==> src/rtl/riscv_pkg.sv <==
// Shared core definitions used by the fetch stage.
// Holds architectural widths, reset vector and the fetch FSM state type.
package riscv_pkg;
  localparam int XLEN = 32;
  localparam logic [XLEN-1:0] RESET_VECTOR = '0;
  localparam int INSTR_BYTES = 4;

  typedef enum logic [1:0] {
    FETCH,
    STALL,
    HALT
  } fetch_state_e;
endpackage

==> src/rtl/instr_fetch_unit_if.sv <==
// Handshake bundles of the fetch stage.
// ifu_imem_if: memory request/response; ifu_dec_if: decode hand-off.
interface ifu_imem_if
  import riscv_pkg::*;
#(
  parameter int WIDTH = XLEN
) ();
  logic             req_valid;
  logic             req_ready;
  logic [WIDTH-1:0] req_addr;
  logic             rsp_valid;
  logic [WIDTH-1:0] rsp_data;

  modport master (
    output req_valid, req_addr,
    input  req_ready, rsp_valid, rsp_data
  );
  modport slave (
    input  req_valid, req_addr,
    output req_ready, rsp_valid, rsp_data
  );
endinterface

interface ifu_dec_if
  import riscv_pkg::*;
#(
  parameter int WIDTH = XLEN
) ();
  logic             valid;
  logic             ready;
  logic [WIDTH-1:0] instr;
  logic [WIDTH-1:0] pc;

  modport master (
    output valid, instr, pc,
    input  ready
  );
  modport slave (
    input  valid, instr, pc,
    output ready
  );
endinterface

==> src/rtl/ifu_sync_fifo.sv <==
// Synchronous FIFO with clear; push while full is accepted when a pop
// frees the head slot in the same cycle.
module ifu_sync_fifo #(
  parameter int W     = 32,
  parameter int DEPTH = 4
) (
  input  logic                     clk,
  input  logic                     rst,
  input  logic                     push,
  input  logic                     pop,
  input  logic                     clear,
  input  logic [W-1:0]             din,
  output logic [W-1:0]             dout,
  output logic [$clog2(DEPTH):0]   count,
  output logic                     full,
  output logic                     empty
);
  localparam int AW = $clog2(DEPTH);

  logic [W-1:0] mem [DEPTH];
  logic [AW:0]  wp, rp;
  logic         do_push, do_pop;

  assign count   = wp - rp;
  assign empty   = (wp == rp);
  assign full    = (count == (AW+1)'(DEPTH));
  assign do_pop  = pop & ~empty;
  assign do_push = push & (~full | do_pop);
  assign dout    = mem[rp[AW-1:0]];

  always_ff @(posedge clk or negedge rst) begin
    if (!rst) begin
      wp <= '0;
      rp <= '0;
    end else if (clear) begin
      wp <= '0;
      rp <= '0;
    end else begin
      if (do_push) wp <= wp + 1'b1;
      if (do_pop)  rp <= rp + 1'b1;
    end
  end

  always_ff @(posedge clk) begin
    if (do_push && !clear) mem[wp[AW-1:0]] <= din;
  end
endmodule

==> src/rtl/instr_fetch_unit.sv <==
// Fetch stage: PC, credit-limited imem requests, in-order buffer to decode.
// Optional IFU_MISALIGN_FAULT_EN: misaligned redirect raises fetch_fault and halts.
module instr_fetch_unit
  import riscv_pkg::*;
#(
  parameter int               WIDTH      = XLEN,
  parameter logic [WIDTH-1:0] RESET_PC   = WIDTH'(RESET_VECTOR),
  parameter int               FIFO_DEPTH = 4
) (
  input  logic             clk,
  input  logic             rst,
  ifu_imem_if.master       imem,
  input  logic             redirect_valid,
  input  logic [WIDTH-1:0] redirect_pc,
  ifu_dec_if.master        dec,
  output logic             fetch_fault
);
  localparam int CW = $clog2(FIFO_DEPTH) + 1;

  fetch_state_e       state, state_n;
  logic [WIDTH-1:0]   pc, tgt, tag_pc;
  logic [2*WIDTH-1:0] ib_out;
  logic [CW-1:0]      drop_cnt, ib_count, tag_count;
  logic [CW:0]        used;
  logic               run, bad, credit, req_valid, accept;
  logic               rsp, keep, pop, dec_valid;
  logic               ib_empty, ib_full, tag_empty, tag_full;
  logic               unused_flags;

  assign unused_flags = ^{ib_full, tag_full};

`ifdef IFU_MISALIGN_FAULT_EN
  logic fault;
  assign bad = |redirect_pc[1:0];
  assign tgt = redirect_pc;
  always_ff @(posedge clk or negedge rst) begin
    if (!rst) fault <= 1'b0;
    else if (redirect_valid && bad) fault <= 1'b1;
  end
  assign fetch_fault = fault;
`else
  assign bad = 1'b0;
  assign tgt = redirect_pc & ~WIDTH'(3);
  assign fetch_fault = 1'b0;
`endif

  // Outstanding requests plus buffered words never exceed the buffer size
  assign used   = {1'b0, tag_count} + {1'b0, ib_count};
  assign credit = used < (CW+1)'(FIFO_DEPTH);
  assign accept = req_valid & imem.req_ready;
  assign rsp    = imem.rsp_valid;
  assign keep   = rsp & (drop_cnt == '0) & ~redirect_valid;
  assign dec_valid = ~ib_empty;
  assign pop    = dec_valid & dec.ready & ~redirect_valid;

  assign imem.req_valid = req_valid;
  assign imem.req_addr  = pc;
  assign dec.valid = dec_valid;
  assign dec.pc    = ib_empty ? '0 : ib_out[2*WIDTH-1:WIDTH];
  assign dec.instr = ib_empty ? '0 : ib_out[WIDTH-1:0];

  always_comb begin
    state_n   = state;
    req_valid = 1'b0;
    unique case (state)
      FETCH: begin
        req_valid = run & credit;
        if (!credit) state_n = STALL;
      end
      STALL:   if (credit) state_n = FETCH;
      HALT:    state_n = HALT;
      default: state_n = FETCH;
    endcase
    if (redirect_valid && state != HALT)
      state_n = bad ? HALT : FETCH;
  end

  always_ff @(posedge clk or negedge rst) begin
    if (!rst) begin
      state    <= FETCH;
      pc       <= RESET_PC;
      run      <= 1'b0;
      drop_cnt <= '0;
    end else begin
      state <= state_n;
      run   <= 1'b1;
      if (redirect_valid) begin
        pc       <= tgt;
        // Every response still due after this edge belongs to the old path
        drop_cnt <= tag_count + CW'(accept) - CW'(rsp);
      end else begin
        if (accept) pc <= pc + WIDTH'(INSTR_BYTES);
        if (rsp && drop_cnt != '0) drop_cnt <= drop_cnt - 1'b1;
      end
    end
  end

  ifu_sync_fifo #(
    .W     (WIDTH),
    .DEPTH (FIFO_DEPTH)
  ) u_tag (
    .clk   (clk),
    .rst   (rst),
    .push  (accept),
    .pop   (rsp & ~tag_empty),
    .clear (1'b0),
    .din   (pc),
    .dout  (tag_pc),
    .count (tag_count),
    .full  (tag_full),
    .empty (tag_empty)
  );

  ifu_sync_fifo #(
    .W     (2*WIDTH),
    .DEPTH (FIFO_DEPTH)
  ) u_ibuf (
    .clk   (clk),
    .rst   (rst),
    .push  (keep),
    .pop   (pop),
    .clear (redirect_valid),
    .din   ({tag_pc, imem.rsp_data}),
    .dout  (ib_out),
    .count (ib_count),
    .full  (ib_full),
    .empty (ib_empty)
  );
endmodule
==> src/flat_wrapper.sv <==
// flat-port wrapper written by rule: the top's interface ports become plain ports
module instr_fetch_unit_flat import riscv_pkg::*;
#(
  parameter int               WIDTH      = XLEN,
  parameter logic [WIDTH-1:0] RESET_PC   = WIDTH'(RESET_VECTOR),
  parameter int               FIFO_DEPTH = 4
)
  (clk, rst, redirect_valid, redirect_pc, fetch_fault, imem_req_valid, imem_req_addr, imem_req_ready, imem_rsp_valid, imem_rsp_data, dec_valid, dec_instr, dec_pc, dec_ready);
  ifu_imem_if #(.WIDTH(WIDTH)) imem_i ();
  ifu_dec_if #(.WIDTH(WIDTH)) dec_i ();
  input  logic clk;
  input  logic rst;
  input  logic redirect_valid;
  input  logic [WIDTH-1:0] redirect_pc;
  output logic fetch_fault;
  output wire logic [$bits(imem_i.req_valid)-1:0] imem_req_valid;
  output wire logic [$bits(imem_i.req_addr)-1:0] imem_req_addr;
  input wire logic [$bits(imem_i.req_ready)-1:0] imem_req_ready;
  input wire logic [$bits(imem_i.rsp_valid)-1:0] imem_rsp_valid;
  input wire logic [$bits(imem_i.rsp_data)-1:0] imem_rsp_data;
  output wire logic [$bits(dec_i.valid)-1:0] dec_valid;
  output wire logic [$bits(dec_i.instr)-1:0] dec_instr;
  output wire logic [$bits(dec_i.pc)-1:0] dec_pc;
  input wire logic [$bits(dec_i.ready)-1:0] dec_ready;
  assign imem_req_valid = imem_i.req_valid;
  assign imem_req_addr = imem_i.req_addr;
  assign imem_i.req_ready = imem_req_ready;
  assign imem_i.rsp_valid = imem_rsp_valid;
  assign imem_i.rsp_data = imem_rsp_data;
  assign dec_valid = dec_i.valid;
  assign dec_instr = dec_i.instr;
  assign dec_pc = dec_i.pc;
  assign dec_i.ready = dec_ready;
  instr_fetch_unit #(.WIDTH(WIDTH), .RESET_PC(RESET_PC), .FIFO_DEPTH(FIFO_DEPTH)) u_core (.clk(clk), .rst(rst), .imem(imem_i), .redirect_valid(redirect_valid), .redirect_pc(redirect_pc), .dec(dec_i), .fetch_fault(fetch_fault));
endmodule
==> config.mk <==
export PLATFORM = sky130hd
export DESIGN_NAME = instr_fetch_unit_flat
export DESIGN_NICKNAME = d
export VERILOG_FILES = /design/src/rtl/riscv_pkg.sv /design/src/rtl/instr_fetch_unit_if.sv /design/src/rtl/ifu_sync_fifo.sv /design/src/rtl/instr_fetch_unit.sv /design/src/flat_wrapper.sv
export SDC_FILE = /design/constraint.sdc
export NUM_CORES = 1
export LEC_CHECK = 0
export ABC_AREA = 0
export BUFFER_PORTS_ARGS = -buffer_cell sky130_fd_sc_hd__buf_2
export CAP_MARGIN = 20
export CORE_ASPECT_RATIO = 2
export CORE_MARGIN = 4
export CORE_UTILIZATION = 40
export CTS_CLUSTER_DIAMETER = 80
export DETAILED_ROUTE_END_ITERATION = 8
export HOLD_SLACK_MARGIN = 0.05
export MAX_ROUTING_LAYER = met4
export PLACE_DENSITY_LB_ADDON = 0.25
export SYNTH_ARGS = -nofsm -noshare
export SYNTH_HDL_FRONTEND = slang
export SYNTH_HIERARCHICAL = 1
export SYNTH_SLANG_ARGS = --single-unit
==> constraint.sdc <==
create_clock -name clk -period 8.1 [get_ports clk]
set_input_delay 1.62 -clock clk [delete_from_list [all_inputs] [get_ports clk]]
set_output_delay 1.62 -clock clk [all_outputs]
set_load 0.03 [all_outputs]
; Yosys cells after proc, flatten, opt, wreduce, memory -nomap -nowiden
; Memories as Yosys holds them, arrays and structs flattened.
; Index checks and enable logic that the tools add are counted.
; Widths: inputs -> output; s select.
[word_totals]
ff_bits = 50
ram_bits = 384
input_bits = 70
out_inout_bits = 99
n_memories = 2
[memory_table]
columns = memory, words, width, read_ports, rd_ports_with_merged_regs, write_ports, line
row1 = u_core.u_ibuf.mem, 4, 64, 1, 0, 1, ifu_sync_fifo.sv:20  ; logic [W-1:0] mem [DEPTH];
row2 = u_core.u_tag.mem, 4, 32, 1, 0, 1, ifu_sync_fifo.sv:20
[op_classes]
n_addsub = 11
order_cmp = 1
eq_ne = 9
n_mux = 19
bitwise = 18
n_reduce_logical = 12
[ops]
columns = cell, n
row1 = $mux 32, 4
row2 = $add 32x3->32 const B, 1
row3 = $mux 3, 6
row4 = $add 3x1->3 const B, 4
row5 = $and 1x1->1, 11
row6 = $reduce_bool 2->1, 4
row7 = $eq 3x3->1, 2
row8 = $eq 3x3->1 const B, 2
row9 = $mux 2, 3
row10 = $pmux 2 s3, 1
row11 = $sub 3x3->3, 2
row12 = $mux 1, 5
row13 = $not 1->1, 5
row14 = $add 3x3->4, 1
row15 = $lt 4x3->1 const B, 1
row16 = $add 3x1->3, 1
row17 = $logic_and 1x1->1, 3
row18 = $logic_not 3->1, 1
row19 = $ne 3x1->1 const B, 1
row20 = $ne 3x3->1 const B, 1
row21 = $reduce_bool 3->1, 1
row22 = $sub 3x1->3, 1
row23 = $sub 3x1->3 const B, 1
row24 = $eq 2x1->1 const B, 1
row25 = other kinds (6), 7

; Depth between registers and ports, before layout
[depth]
ltp_word = 10
depth_mapped = 16
ltp_nobuf = 15

; Modules after synthesis
; The synthesis kept the hierarchy.
[modules_own_cells]
columns = mod, n_inst, cells_each, area_per_inst_um2, seq_area_each_um2
row1 = ifu_sync_fifo at u_core.u_ibuf, 1, 387, 9711.8, 7837.5
row2 = ifu_sync_fifo at u_core.u_tag, 1, 221, 5119.9, 3993.8
row3 = instr_fetch_unit, 1, 326, 2672.6, 900.9

; Least setup slack after synthesis
; No wires, ideal clock.
[synth_timing]
kind = reg-to-output
from = reg u_core.u_tag.rp[1]
to = out imem_req_valid
arrival_time_ns = 3.405
required_time_ns = 6.480
setup_slack_ns = 3.075
stages_incl_launch_ff = 10
n_path_buf = 2
path_cell_list = dfrtp_1 > clkbuf_1 > clkbuf_1 > inv_1 > fa_1 > xnor2_1 > ha_1 > nor3_2 > nand2_1 > nor4b_1
[synth_between]
elab_chain_len = 5
[synth_rtl]
columns = item, line
row1 = "start, declared", ifu_sync_fifo.sv:21  ; logic [AW:0] wp, rp;
row2 = "start signal, assigned", ifu_sync_fifo.sv:40  ; if (do_pop) rp <= rp + 1'b1;
row3 = $sub 3x3->3, ifu_sync_fifo.sv:24  ; assign count = wp - rp;
row4 = named net u_core.tag_count[2], instr_fetch_unit.sv:23  ; logic [CW-1:0] drop_cnt, ib_count, tag_count;
row5 = $add 3x3->4, instr_fetch_unit.sv:48  ; assign used = {1'b0, tag_count} + {1'b0, ib_count};
row6 = $lt 4x3->1, instr_fetch_unit.sv:49  ; assign credit = used < (CW+1)'(FIFO_DEPTH);
row7 = $and 1x1->1, instr_fetch_unit.sv:67  ; req_valid = run & credit;
row8 = $mux 1, instr_fetch_unit.sv:65  ; unique case (state)
row9 = "end, declared", flat_wrapper.sv:16  ; output wire logic [$bits(imem_i.req_valid)-1:0] imem_req_valid;
; The timed path passes the listed nets, and every way through them passes these cells.

; Final worst setup path
[layout_timing]
from = reg u_core.u_ibuf.rp[1]
to = out imem_req_valid
[layout_between]
elab_chain_len = 5
[layout_rtl]
columns = item, line
row1 = "start, declared", ifu_sync_fifo.sv:21
row2 = "start signal, assigned", ifu_sync_fifo.sv:40
row3 = $sub 3x3->3, ifu_sync_fifo.sv:24
row4 = named net u_core.ib_count[2], instr_fetch_unit.sv:23
row5 = $add 3x3->4, instr_fetch_unit.sv:48
row6 = $lt 4x3->1, instr_fetch_unit.sv:49
row7 = $and 1x1->1, instr_fetch_unit.sv:67
row8 = $mux 1, instr_fetch_unit.sv:65
; The timed path passes the listed nets, and every way through them passes these cells.

==> results.sh <==
export IMPL_status="finished clean"
export IMPL_finalCritPeriodShare=0.680
export IMPL_gp_congestion=0.758
export IMPL_grt_pass1_vias=9506
export IMPL_finalSetupTns_ns=0
export IMPL_seq_area_sq_mm=0.0127
export IMPL_ys_top_cells_by_count="edfxtp_1 (384), mux4_2 (96), nor2b_1 (68), dfrtp_1 (48), nand2_1 (43)"
export IMPL_clkSlewWorstSetupHoldPaths_ns=0.06
export IMPL_synth_edf_count=384
export IMPL_maxSlewHeadroom=0.268
export IMPL_pwr_share_comb=0.063
export IMPL_area_growth_pct=15.4
export IMPL_intPower_mw=3.59
export IMPL_maxCapViolCount=0
export IMPL_vias_per_cell=5.13
export IMPL_critPathTopFamily="flip-flops"
export IMPL_htreeDepth=2
export IMPL_start_util=0.404
export IMPL_drc=0
export IMPL_cts_resized_gates=0
export IMPL_grt_pass1_wl_microns=54700
export IMPL_use_met2=0.275
export IMPL_hold_buffers=0
export IMPL_hp_start="u_core/state[0]"
export IMPL_crit_fanout=67
export IMPL_tightest_slew_ns=1.10
export IMPL_clkPwrFrac=0.392
export IMPL_yosysUniqueCellTypes=52
export IMPL_cts_tree="built"
export IMPL_hold_path_class="reg2reg"
export IMPL_syn_area_sq_mm=0.0175
export IMPL_netlist_instances=934
export IMPL_drt_iter0_drc=315
export IMPL_ir_drop_v=0.000158
export IMPL_rsz0062_at_grt="false"
export IMPL_antenna_found_initial=0
export IMPL_port_buffers=163
export IMPL_yosysMostFrequentCell="edfxtp_1"
export IMPL_maxSlewViolCount=0
export IMPL_max_freq_ghz=0.182
export IMPL_finalWorstSetupSlack_ns=2.59
export IMPL_hpwl_microns=21200
export IMPL_grtUsageMet3=0.0174
export IMPL_critPathBufInv=2
export IMPL_end_kind="output pin"
export IMPL_startpoint_type="flop"
export IMPL_critPathSlowestCell="dfrtp_4"
export IMPL_rr_endpoint="u_core/u_tag/mem[0][20]"
export IMPL_power_mw=4.64
export IMPL_path_cells="inv_1, fa_1, xnor2_1, ha_1, nor3_2, nand2_1, nor4b_1, buf_2"
export IMPL_holdPathEnd="u_core/state[1]"
export IMPL_critical_path_arrival_ns=3.89
export IMPL_synth_flop_cell="edfxtp_1"
export IMPL_r2r_slack_ns=3.23
export IMPL_antenna_left=0
export IMPL_routed_wirelength_microns=34700
export IMPL_required_ns=6.48
export IMPL_overflow=0
export IMPL_ctsRootBufferMaster="clkbuf_16"
export IMPL_synth_top_cell_by_area="edfxtp_1"
export IMPL_setup_viol=0
export IMPL_p_sw_mw=1.04
export IMPL_holdPathStages=1
export IMPL_die_h_microns=304
export IMPL_max_stage_delay_ns=1.14
export IMPL_die_area_sq_mm=0.0474
export IMPL_leakagePower_nw=6.92
export IMPL_rows=108
export IMPL_fin_crit_ns=5.51
export IMPL_fin_nets=1209
export IMPL_top_usage_layer="met2"
export IMPL_clkLatencyLatePin_ns=0.55
export IMPL_rr_worst_depth=11
export IMPL_cts_num_sinks=432
export IMPL_ios=169
export IMPL_diodes=0
export IMPL_cts_setup_buffers=0
export IMPL_dp_slack_ns=3.13
export IMPL_met1_usage=0.172
export IMPL_seqPwrFrac=0.544
export IMPL_vias=8697
export IMPL_nFillCells=3679
export IMPL_routedWlPerCell_microns=20.5
export IMPL_grt_max_degree=80
export IMPL_path_class="reg2out"
export IMPL_setup_worst_path_start="u_core/u_ibuf/rp[1]"
export IMPL_grt_usage=0.153
export IMPL_cts_buffer_depth=3
export IMPL_ys_seq_area_frac=0.727
export IMPL_drive_gt1_frac=0.307
export IMPL_final_hold_violation_count=0
export IMPL_yosysWarningCount=6
export IMPL_die_w_microns=156
export IMPL_synth_area_leaders="edfxtp_1 (66%), mux4_2 (12%), dfrtp_1 (6.9%), nor2b_1 (2.4%), ha_1 (1.5%)"
export IMPL_ys_async_sr_fraction=0.111
export IMPL_rr_startpoint="u_core/u_ibuf/rp[1]"
export IMPL_cts_made_buffers=39
export IMPL_power_density_mw_per_mm2=230
export IMPL_core_sq_mm=0.0434
export IMPL_post_synth_cell_area_avg_sq_um=18.7
export IMPL_dr_pass1_iters=5
export IMPL_p_sw_frac=0.225
export IMPL_multi_input_area_sq_mm=0.00454
export IMPL_synth_top_area_frac=0.659
export IMPL_synth_seq_cells=432
export IMPL_skew_ns=0.0195
## worst reg2reg max path, cell delays in order, from the launching register on
cell and delay, ns:
dfrtp_4 1.14, inv_1 0.22, fa_1 0.49, xnor2_1 0.23, ha_1 0.29, nor3_2 0.28, nand3_1 0.54, clkinv_1 0.42
nand2b_1 0.09, a21oi_1 0.21, and2_1 0.16, buf_4 0.42
## worst max-delay path by stage
stage,to,cells past startpoint,slack (ns)
2_1_floorplan,imem_req_valid,9,3.07
3_3_place_gp,imem_req_valid,8,3.12
3_5_place_dp,imem_req_valid,8,3.13
4_1_cts,imem_req_valid,8,2.49
5_1_grt,imem_req_valid,8,2.28
6_report,imem_req_valid,8,2.59
## cells by family after synthesis
group	count (synthesis)	synth area share
flops	432	0.727
xor+xnor	37	0.0194
compound gates	48	0.0159
fa+ha+maj	24	0.0184
simple gates	212	0.0697
other cells	2	0.000429
buf+inv	70	0.0167
mux	109	0.132
## layout by cell type, fill, tap and decap left out, types with 7 or more instances in the layout
master,netlist,routed
xor2_1,10,10
nand2_1,43,43
conb_1,2,13
clkbuf_16,0,40
clkinv_1,1,10
buf_4,3,10
edfxtp_1,384,384
buf_2,14,163
nor4_1,9,9
ha_1,21,21
nor3_1,11,11
nand2b_1,8,8
o21ai_0,28,28
nand3_1,13,13
nor2_1,19,18
clkbuf_1,24,7
mux4_2,96,96
nand4_1,7,7
nor2b_1,68,68
inv_1,25,25
dfrtp_1,48,45
xnor2_1,25,25
## metrics by stage
stage / hold WS (ns) / area, sq um / utilization / instances
6_report: 0.471 / 20200 / 0.466 / 1695
5_1_grt: 0.487 / 20200 / 0.466 / 1695
4_1_cts: 0.470 / 20200 / 0.466 / 1695
3_5_place_dp: 0.455 / 19000 / 0.437 / 1624
3_3_place_gp: 0.459 / 19000 / 0.437 / 1624
2_1_floorplan: 0.418 / 17500 / - / 945
## registers in the layout, summed over array words and instances, names as in the netlist
register,cells
u_core/u_ibuf/mem,256
u_core/u_tag/mem,128
u_core/imem.req_addr,30
u_core/drop_cnt,3
u_core/u_ibuf/rp,3
u_core/u_ibuf/wp,3
u_core/u_tag/rp,3
u_core/u_tag/wp,3
u_core/state,2
u_core/run,1
## power groups by stage
stage	Sequential (mW)	Combinational [mW]	Clock (mW)
4_1_cts	2.52	0.302	1.89
2_1_floorplan	2.58	0.170	0
3_5_place_dp	2.57	0.300	0
6_report	2.52	0.294	1.82
3_3_place_gp	2.57	0.294	0
5_1_grt	2.53	0.324	1.96
## layout make-up
class	count	share of cell area
multi-input cells	443	0.225
repair buffers	173	0.0441
well taps	550	0.0341
flip-flops and latches	432	0.631
inverters	26	0.00483
clock inverters	23	0.0100
clock buffers	48	0.0515
## routing by layer
layer  vias to the layer above  part of all wire
met5                         -                 0
met4                         0             0.036
li1                       3979                 -
met2                       204              0.55
met1                      4443              0.38
met3                        71             0.036
Power figures use the tool's default switching activity.
